--- src/rtl/alu_pkg.sv ---
// Shared definitions for the RV32I ALU issue stage: opcodes, funct fields,
// operation kinds and the issued-op record carried through the skid buffer.
package alu_pkg;

  localparam logic [6:0] OPC_OP     = 7'b0110011;
  localparam logic [6:0] OPC_OPIMM  = 7'b0010011;
  localparam logic [6:0] OPC_LUI    = 7'b0110111;
  localparam logic [6:0] OPC_AUIPC  = 7'b0010111;
  localparam logic [6:0] OPC_BRANCH = 7'b1100011;
  localparam logic [6:0] OPC_JAL    = 7'b1101111;
  localparam logic [6:0] OPC_JALR   = 7'b1100111;

  localparam logic [2:0] F3_ADD  = 3'b000;
  localparam logic [2:0] F3_SLL  = 3'b001;
  localparam logic [2:0] F3_SLT  = 3'b010;
  localparam logic [2:0] F3_SLTU = 3'b011;
  localparam logic [2:0] F3_XOR  = 3'b100;
  localparam logic [2:0] F3_SRL  = 3'b101;
  localparam logic [2:0] F3_OR   = 3'b110;
  localparam logic [2:0] F3_AND  = 3'b111;

  localparam logic [6:0] F7_ZERO = 7'b0000000;
  localparam logic [6:0] F7_ALT  = 7'b0100000;

  localparam logic [1:0] KIND_ALU     = 2'b00;
  localparam logic [1:0] KIND_BRANCH  = 2'b01;
  localparam logic [1:0] KIND_JUMP    = 2'b10;
  localparam logic [1:0] KIND_ILLEGAL = 2'b11;

  localparam logic [3:0] SEL_ADD = 4'b0000;
  localparam logic [3:0] SEL_SUB = 4'b1000;

  typedef struct packed {
    logic [31:0] a;
    logic [31:0] b;
    logic [3:0]  selectop;
    logic [4:0]  rd;
    logic        we;
    logic [1:0]  kind;
    logic [2:0]  brcond;
    logic        illegal;
  } issue_op_t;

  function automatic logic [31:0] imm_i_sext(input logic [31:0] instr);
    return {{20{instr[31]}}, instr[31:20]};
  endfunction

  function automatic logic [31:0] imm_u(input logic [31:0] instr);
    return {instr[31:12], 12'h000};
  endfunction

endpackage

--- src/rtl/alu_op_decode.sv ---
// Combinational RV32I decode into ALU operands and issue metadata.
// ALU_ILLEGAL_TRAP_EN: illegal ops issue as KIND_ILLEGAL instead of a NOP.
module alu_op_decode
  import alu_pkg::*;
#(
  parameter bit FORCE_X0_ZERO = 1'b1
) (
  input  logic [31:0] instr_i,
  input  logic [31:0] pc_i,
  input  logic [31:0] rs1_data_i,
  input  logic [31:0] rs2_data_i,
  output issue_op_t   op_o
);

  logic [6:0]  opcode;
  logic [6:0]  f7;
  logic [2:0]  f3;
  logic [4:0]  rd;
  logic [4:0]  rs1_idx;
  logic [4:0]  rs2_idx;
  logic [31:0] rs1_val;
  logic [31:0] rs2_val;
  logic        rd_nz;
  logic        legal;
  issue_op_t   dec;

  assign opcode  = instr_i[6:0];
  assign rd      = instr_i[11:7];
  assign f3      = instr_i[14:12];
  assign rs1_idx = instr_i[19:15];
  assign rs2_idx = instr_i[24:20];
  assign f7      = instr_i[31:25];
  assign rd_nz   = (rd != 5'd0);
  assign rs1_val = (FORCE_X0_ZERO && (rs1_idx == 5'd0)) ? 32'd0 : rs1_data_i;
  assign rs2_val = (FORCE_X0_ZERO && (rs2_idx == 5'd0)) ? 32'd0 : rs2_data_i;

  // Opcode decode, assuming legality unless a field check rejects it
  always_comb begin
    dec   = '0;
    legal = 1'b1;
    case (opcode)
      OPC_OP: begin
        dec.a        = rs1_val;
        dec.b        = rs2_val;
        dec.selectop = {f7[5], f3};
        dec.rd       = rd;
        dec.we       = rd_nz;
        if (f7 == F7_ZERO) begin
          legal = 1'b1;
        end else if ((f7 == F7_ALT) && ((f3 == F3_ADD) || (f3 == F3_SRL))) begin
          legal = 1'b1;
        end else begin
          legal = 1'b0;
        end
      end
      OPC_OPIMM: begin
        dec.a  = rs1_val;
        dec.rd = rd;
        dec.we = rd_nz;
        if ((f3 == F3_SLL) || (f3 == F3_SRL)) begin
          dec.b = {27'd0, instr_i[24:20]};
        end else begin
          dec.b = imm_i_sext(instr_i);
        end
        if (f3 == F3_SRL) begin
          dec.selectop = {f7[5], f3};
          legal        = (f7 == F7_ZERO) || (f7 == F7_ALT);
        end else if (f3 == F3_SLL) begin
          dec.selectop = {1'b0, f3};
          legal        = (f7 == F7_ZERO);
        end else begin
          dec.selectop = {1'b0, f3};
          legal        = 1'b1;
        end
      end
      OPC_LUI: begin
        dec.b  = imm_u(instr_i);
        dec.rd = rd;
        dec.we = rd_nz;
      end
      OPC_AUIPC: begin
        dec.a  = pc_i;
        dec.b  = imm_u(instr_i);
        dec.rd = rd;
        dec.we = rd_nz;
      end
      OPC_BRANCH: begin
        // rd bits hold branch offset here, so no destination is reported
        dec.a        = rs1_val;
        dec.b        = rs2_val;
        dec.selectop = SEL_SUB;
        dec.kind     = KIND_BRANCH;
        dec.brcond   = f3;
        legal        = (f3 != F3_SLT) && (f3 != F3_SLTU);
      end
      OPC_JAL: begin
        dec.a    = pc_i;
        dec.b    = 32'd4;
        dec.kind = KIND_JUMP;
        dec.rd   = rd;
        dec.we   = rd_nz;
      end
      OPC_JALR: begin
        dec.a    = pc_i;
        dec.b    = 32'd4;
        dec.kind = KIND_JUMP;
        dec.rd   = rd;
        dec.we   = rd_nz;
        legal    = (f3 == F3_ADD);
      end
      default: begin
        legal = 1'b0;
      end
    endcase
  end

  // Illegal ops become a trap record or a plain NOP depending on the build
  always_comb begin
    op_o = dec;
    if (!legal) begin
`ifdef ALU_ILLEGAL_TRAP_EN
      op_o         = '0;
      op_o.kind    = KIND_ILLEGAL;
      op_o.illegal = 1'b1;
`else
      op_o         = '0;
`endif
    end else begin
      op_o = dec;
    end
  end

endmodule

--- src/rtl/alu_op_issue.sv ---
// Decode/issue stage: decodes an instruction and issues it through a
// 2-entry skid buffer. Honors ALU_ILLEGAL_TRAP_EN via alu_op_decode.
module alu_op_issue
  import alu_pkg::*;
#(
  parameter bit FORCE_X0_ZERO = 1'b1
) (
  input  logic        clk,
  input  logic        rst_n,
  input  logic        in_valid,
  output logic        in_ready,
  input  logic [31:0] in_instr,
  input  logic [31:0] in_pc,
  input  logic [31:0] in_rs1_data,
  input  logic [31:0] in_rs2_data,
  output logic        out_valid,
  input  logic        out_ready,
  output logic [31:0] out_a,
  output logic [31:0] out_b,
  output logic [3:0]  out_selectop,
  output logic [4:0]  out_rd,
  output logic        out_we,
  output logic [1:0]  out_kind,
  output logic [2:0]  out_brcond,
  output logic        out_illegal
);

  issue_op_t dec_op;
  issue_op_t e0_q, e0_d;
  issue_op_t e1_q, e1_d;
  logic      v0_q, v0_d;
  logic      v1_q, v1_d;
  logic      in_ready_q;
  logic      acc;
  logic      xfer;

  alu_op_decode #(
    .FORCE_X0_ZERO(FORCE_X0_ZERO)
  ) u_decode (
    .instr_i    (in_instr),
    .pc_i       (in_pc),
    .rs1_data_i (in_rs1_data),
    .rs2_data_i (in_rs2_data),
    .op_o       (dec_op)
  );

  assign acc  = in_valid & in_ready_q;
  assign xfer = v0_q & out_ready;

  // Skid buffer next state: entry0 feeds the outputs, entry1 absorbs stalls
  always_comb begin
    e0_d = e0_q;
    e1_d = e1_q;
    v0_d = v0_q;
    v1_d = v1_q;
    if (acc && !xfer) begin
      if (!v0_q) begin
        e0_d = dec_op;
        v0_d = 1'b1;
      end else begin
        e1_d = dec_op;
        v1_d = 1'b1;
      end
    end else if (!acc && xfer) begin
      e0_d = e1_q;
      v0_d = v1_q;
      v1_d = 1'b0;
    end else if (acc && xfer) begin
      if (!v1_q) begin
        e0_d = dec_op;
      end else begin
        e0_d = e1_q;
        e1_d = dec_op;
      end
    end else begin
      e0_d = e0_q;
    end
  end

  // Entry state and registered ready; ready tracks skid occupancy only
  always_ff @(posedge clk or negedge rst_n) begin
    if (!rst_n) begin
      e0_q       <= '0;
      e1_q       <= '0;
      v0_q       <= 1'b0;
      v1_q       <= 1'b0;
      in_ready_q <= 1'b0;
    end else begin
      e0_q       <= e0_d;
      e1_q       <= e1_d;
      v0_q       <= v0_d;
      v1_q       <= v1_d;
      in_ready_q <= ~v1_d;
    end
  end

  assign in_ready     = in_ready_q;
  assign out_valid    = v0_q;
  assign out_a        = e0_q.a;
  assign out_b        = e0_q.b;
  assign out_selectop = e0_q.selectop;
  assign out_rd       = e0_q.rd;
  assign out_we       = e0_q.we;
  assign out_kind     = e0_q.kind;
  assign out_brcond   = e0_q.brcond;
  assign out_illegal  = e0_q.illegal;

endmodule

--- config.mk ---
export PLATFORM = sky130hd
export DESIGN_NAME = alu_op_issue
export DESIGN_NICKNAME = d
export VERILOG_FILES = /design/src/rtl/alu_pkg.sv /design/src/rtl/alu_op_decode.sv /design/src/rtl/alu_op_issue.sv
export SDC_FILE = /design/constraint.sdc
export NUM_CORES = 1
export LEC_CHECK = 0
export CORE_ASPECT_RATIO = 1.4
export CORE_UTILIZATION = 49
export DETAILED_ROUTE_END_ITERATION = 7
export GPL_TIMING_DRIVEN = 0
export PLACE_DENSITY = 0.83
export SLEW_MARGIN = 20
export SYNTH_ARGS = -nofsm -noshare
export SYNTH_HDL_FRONTEND = slang
export SYNTH_SLANG_ARGS = --single-unit
--- constraint.sdc ---
create_clock -name clk -period 2.9 [get_ports clk]
set_input_delay 0.435 -clock clk [delete_from_list [all_inputs] [get_ports clk]]
set_output_delay 0.435 -clock clk [all_outputs]
set_load 0.01 [all_outputs]
==> flow_metrics.tcl <==
set metrics [dict create \
    critical_path.cell_chain "clkdlybuf4s50_1 -> nand2_1 -> inv_1 -> ha_1 -> nor2_1 -> clkbuf_1 -> nor2_1 -> a21oi_1 -> o21ai_0" \
    clkLatencyLatePin_ns 0.43 \
    clock_power_share_pct 33.7 \
    post-route-cell-area_um2 11170 \
    worst_slew_pin_slew_ns 0.9125 \
    grt_pass1_wl_mm 43.18 \
    synth_cell_type_count 50 \
    holdCritPathClass "in -> reg" \
    synth_area_um2 8150 \
    floorplan.die_area_um2 17160 \
    initial_antenna_violation_count 1 \
    timing.critical_path.arrival_ns 2.98 \
    finalNetCount 1273 \
    hold_depth 3 \
    critical_path.startpoint_type "primary input" \
    top_level_pins 214 \
    globalRouteMet3Util_pct 6.191 \
    postSynthAreaPerCell_um2 8.956 \
    vdd_ir_drop_max_v 0.0003988 \
    net_switching_power_of_the_design_mw 2.495 \
    min_from "in_instr[13]" \
    final_util_pct 68.75 \
    max_slew_margin_vs_limit_pct 38.94 \
    critPathMaxFanout 10 \
    grt.overflow.total 0 \
    met1_grt_util_pct 37.15 \
    yosysWarnings 0 \
    initial_core_util_pct 50.18 \
    detailed_place_hpwl_mm 19.94 \
    design_power_total_mw 6.766 \
    io_port_bufs 208 \
    busiest_grt_layer "met2" \
    grt_usage_pct 32.10 \
    setup_viol 0 \
    path_common_cell "nor2_1" \
    synthesis_stage_register_bit_count 161 \
    clk_path_buf_depth 2 \
    die_span_in_y_um 154.6 \
    min_delay_worst_endpoint "e1_q[13]$_DFFE_PN0P_" \
    layout-drive-gt1-share_pct 6.250 \
    period_share_pct 93.21 \
    drt-total-wl_mm 27.05 \
    rows 55 \
    finalHoldViolCount 0 \
    synth_edf_count 0 \
    clock_sinks 161 \
    gp_routability_congestion 0.9320 \
    via_count 8214 \
    cts_made_buffers 17 \
    violated_checks "design-rule violations" \
    number_of_design_rule_violations_left_by_the_first_detailed_router_iteration 700 \
    outcome "complete, but fails checks" \
    critPathTopFamily "buffers and inverters" \
    placed_cell_area_um2 10540 \
    antenna_violating_nets_post_route 0 \
    die_outline_width_um 111 \
    syn-instance-count 910 \
    detail_route.vias_per_cell 6.075 \
    worst_clock_skew_ns 0.009956 \
    cts_tree "yes" \
    synth-async-reset-ratio_pct 100.0 \
    seq_power_share_pct 36.1 \
    fin_hold_ws_ns 0.4231 \
    r2r-end "out_brcond[2]$_DFFE_PN0P_" \
    static_leakage_nw 4.686 \
    path_buf_inv 3 \
    final-max-slew-violation-count 0 \
    critPathKind "in -> reg" \
    post_drt_wl_per_cell_um 20.01 \
    vias_in_the_first_global_route 8373 \
    worst-r2r-cell-count 9 \
    placeableCoreArea_um2 16240 \
    number_of_nets_produced_by_synthesis 1044 \
    worstReg2RegStart "out_valid$_DFFE_PN0P_" \
    synthToLayoutAreaGrowth_pct 37.00 \
    power.density_nw_per_um2 606.0 \
    r2r_setup_slack_ns 0.22 \
    post-route-drc-count 30 \
    cp_slowest_cell "nor2_1" \
    cts.clk_slew.worst_paths_ns 0.07 \
    final_period_minus_worst_setup_slack_ns 2.703 \
    global_routing_met2_resource_utilization_pct 56.39 \
    power.combinational.fraction_pct 30.2 \
    post-place-ws_ns -0.5008 \
    maxCapViolations 0 \
    crit_path_end_kind "flip-flop" \
    grt_max_degree 57 \
    synth_seq_area_share_pct 49.43 \
    clockRootBuffer "clkbuf_16" \
    detailedRoute.firstPassIterationCount 8 \
    crit_path_max_incr_delay_ns 0.72 \
    fmax_mhz 369.9 \
    cp.required_ns 3.18 \
    int_pwr_mw 4.271 \
    clock_h_tree_levels 4 \
    netSwitchingFraction_pct 36.87 \
    synth_top_flop_cell "dfrtp_1" \
    postLayoutSetupSlackWorst_ns 0.1969 \
]
per-stage QoR:
stage          cells  TNS [ns]
2_1_floorplan    910         0
3_3_place_gp    1317   -866.77
3_5_place_dp    1319    -38.21
4_1_cts         1352         0
5_1_grt         1352  -0.05248
6_report        1352         0
placed cells by master, fill, tap and decap left out, types with 5 or more instances in the layout:
cell type,synthesis,layout
o211ai_1,5,5
nand2b_1,5,5
a32o_1,40,40
a21oi_1,87,87
clkbuf_1,68,64
nand3_1,13,13
nand2_1,144,144
a221oi_1,18,18
o21ai_0,128,128
clkbuf_2,1,5
clkdlybuf4s50_1,0,207
o21ai_1,11,11
buf_2,18,19
and3_1,69,69
o2111ai_1,6,6
dfrtp_1,161,161
clkbuf_16,0,17
o31ai_1,48,48
inv_1,11,11
nor2_1,25,24
metal layers:
metal  part of all wire, %  wire [um]
met3                   6.7       1822
met1                    39      10460
met2                    50      13650
met5                     0          0
met4                   4.1       1117
area by class of cell:
type                    instances  area [um^2]
clock inverters                13        152.6
repair buffers                211         2152
inverters                      11        41.29
plain buffers                  92        386.6
diodes                          1        2.502
well taps                     199        249.0
flip-flops and latches        161         4029
multi-input cells             645         3710
fillers                      1349         5075
clock buffers                  19        442.9
flip-flops by register name (all words and copies together) (netlist names):
register,cells
out_selectop,4
out_brcond,3
v1_q,1
out_a,32
in_ready,1
out_rd,5
out_kind,2
out_we,1
out_valid,1
e1_q,79
out_b,32
timing repair:
action                                  in CTS  in global routing
endpoints found under the setup margin      10                107
gates resized for setup                      1                 11
endpoints found under the hold margin       50                  0
gates cloned                                 0                  0
buffers inserted                             0                  0
hold buffers                                 1                  0
cells in the mapped netlist, types with 13 or more instances:
cell / count / share of area [%]
nor2_1: 25 / 1.2
clkbuf_1: 68 / 3.1
and3_1: 69 / 5.3
buf_2: 18 / 1.1
dfrtp_1: 161 / 49
nand2_1: 144 / 6.6
o21ai_0: 128 / 7.9
a221oi_1: 18 / 1.9
a21oi_1: 87 / 5.3
nand3_1: 13 / 0.80
a32o_1: 40 / 4.9
o31ai_1: 48 / 4.4
tightest hold or removal path, cell delays in order:
cell and delay (ns):
clkbuf_1 0.20, nand3_1 0.13, nand2_1 0.05
cells by family (layout without fill, tap and decap cells):
logic type	count (synthesis)	count (layout)	synth area share, %
AO/OA/AOI/OAI	363	363	28.52
AND/OR/NAND/NOR	276	276	16.12
flip-flops	161	161	49.43
buffers and inverters	104	346	5.219
adder cells (fa/ha/maj)	2	2	0.3070
XOR/XNOR	2	2	0.2150
other	1	2	0.04601
multiplexers	1	1	0.1382
power by group through the flow:
stage	Combinational [mW]	Sequential, mW	Clock (mW)
finish	2.04	2.44	2.28
global route	2.19	2.45	2.38
floorplan	0.955	2.51	0
CTS	2.01	2.44	2.27
detailed placement	2.01	2.48	0
global placement	1.97	2.48	0
worst max-delay path by stage:
stage / from / to / depth (start not counted)
after CTS: in_valid / e1_q[31]$_DFFE_PN0P_ / 11
after global placement: rst_n / out_a[5]$_DFFE_PN0P_ / 1
final: in_valid / out_brcond[2]$_DFFE_PN0P_ / 9
after floorplan: in_valid / e1_q[31]$_DFFE_PN0P_ / 10
after global routing: in_valid / out_a[15]$_DFFE_PN0P_ / 8
after detailed placement: in_valid / e1_q[45]$_DFFE_PN0P_ / 11
No activity file was read; power rests on OpenSTA's default activity.
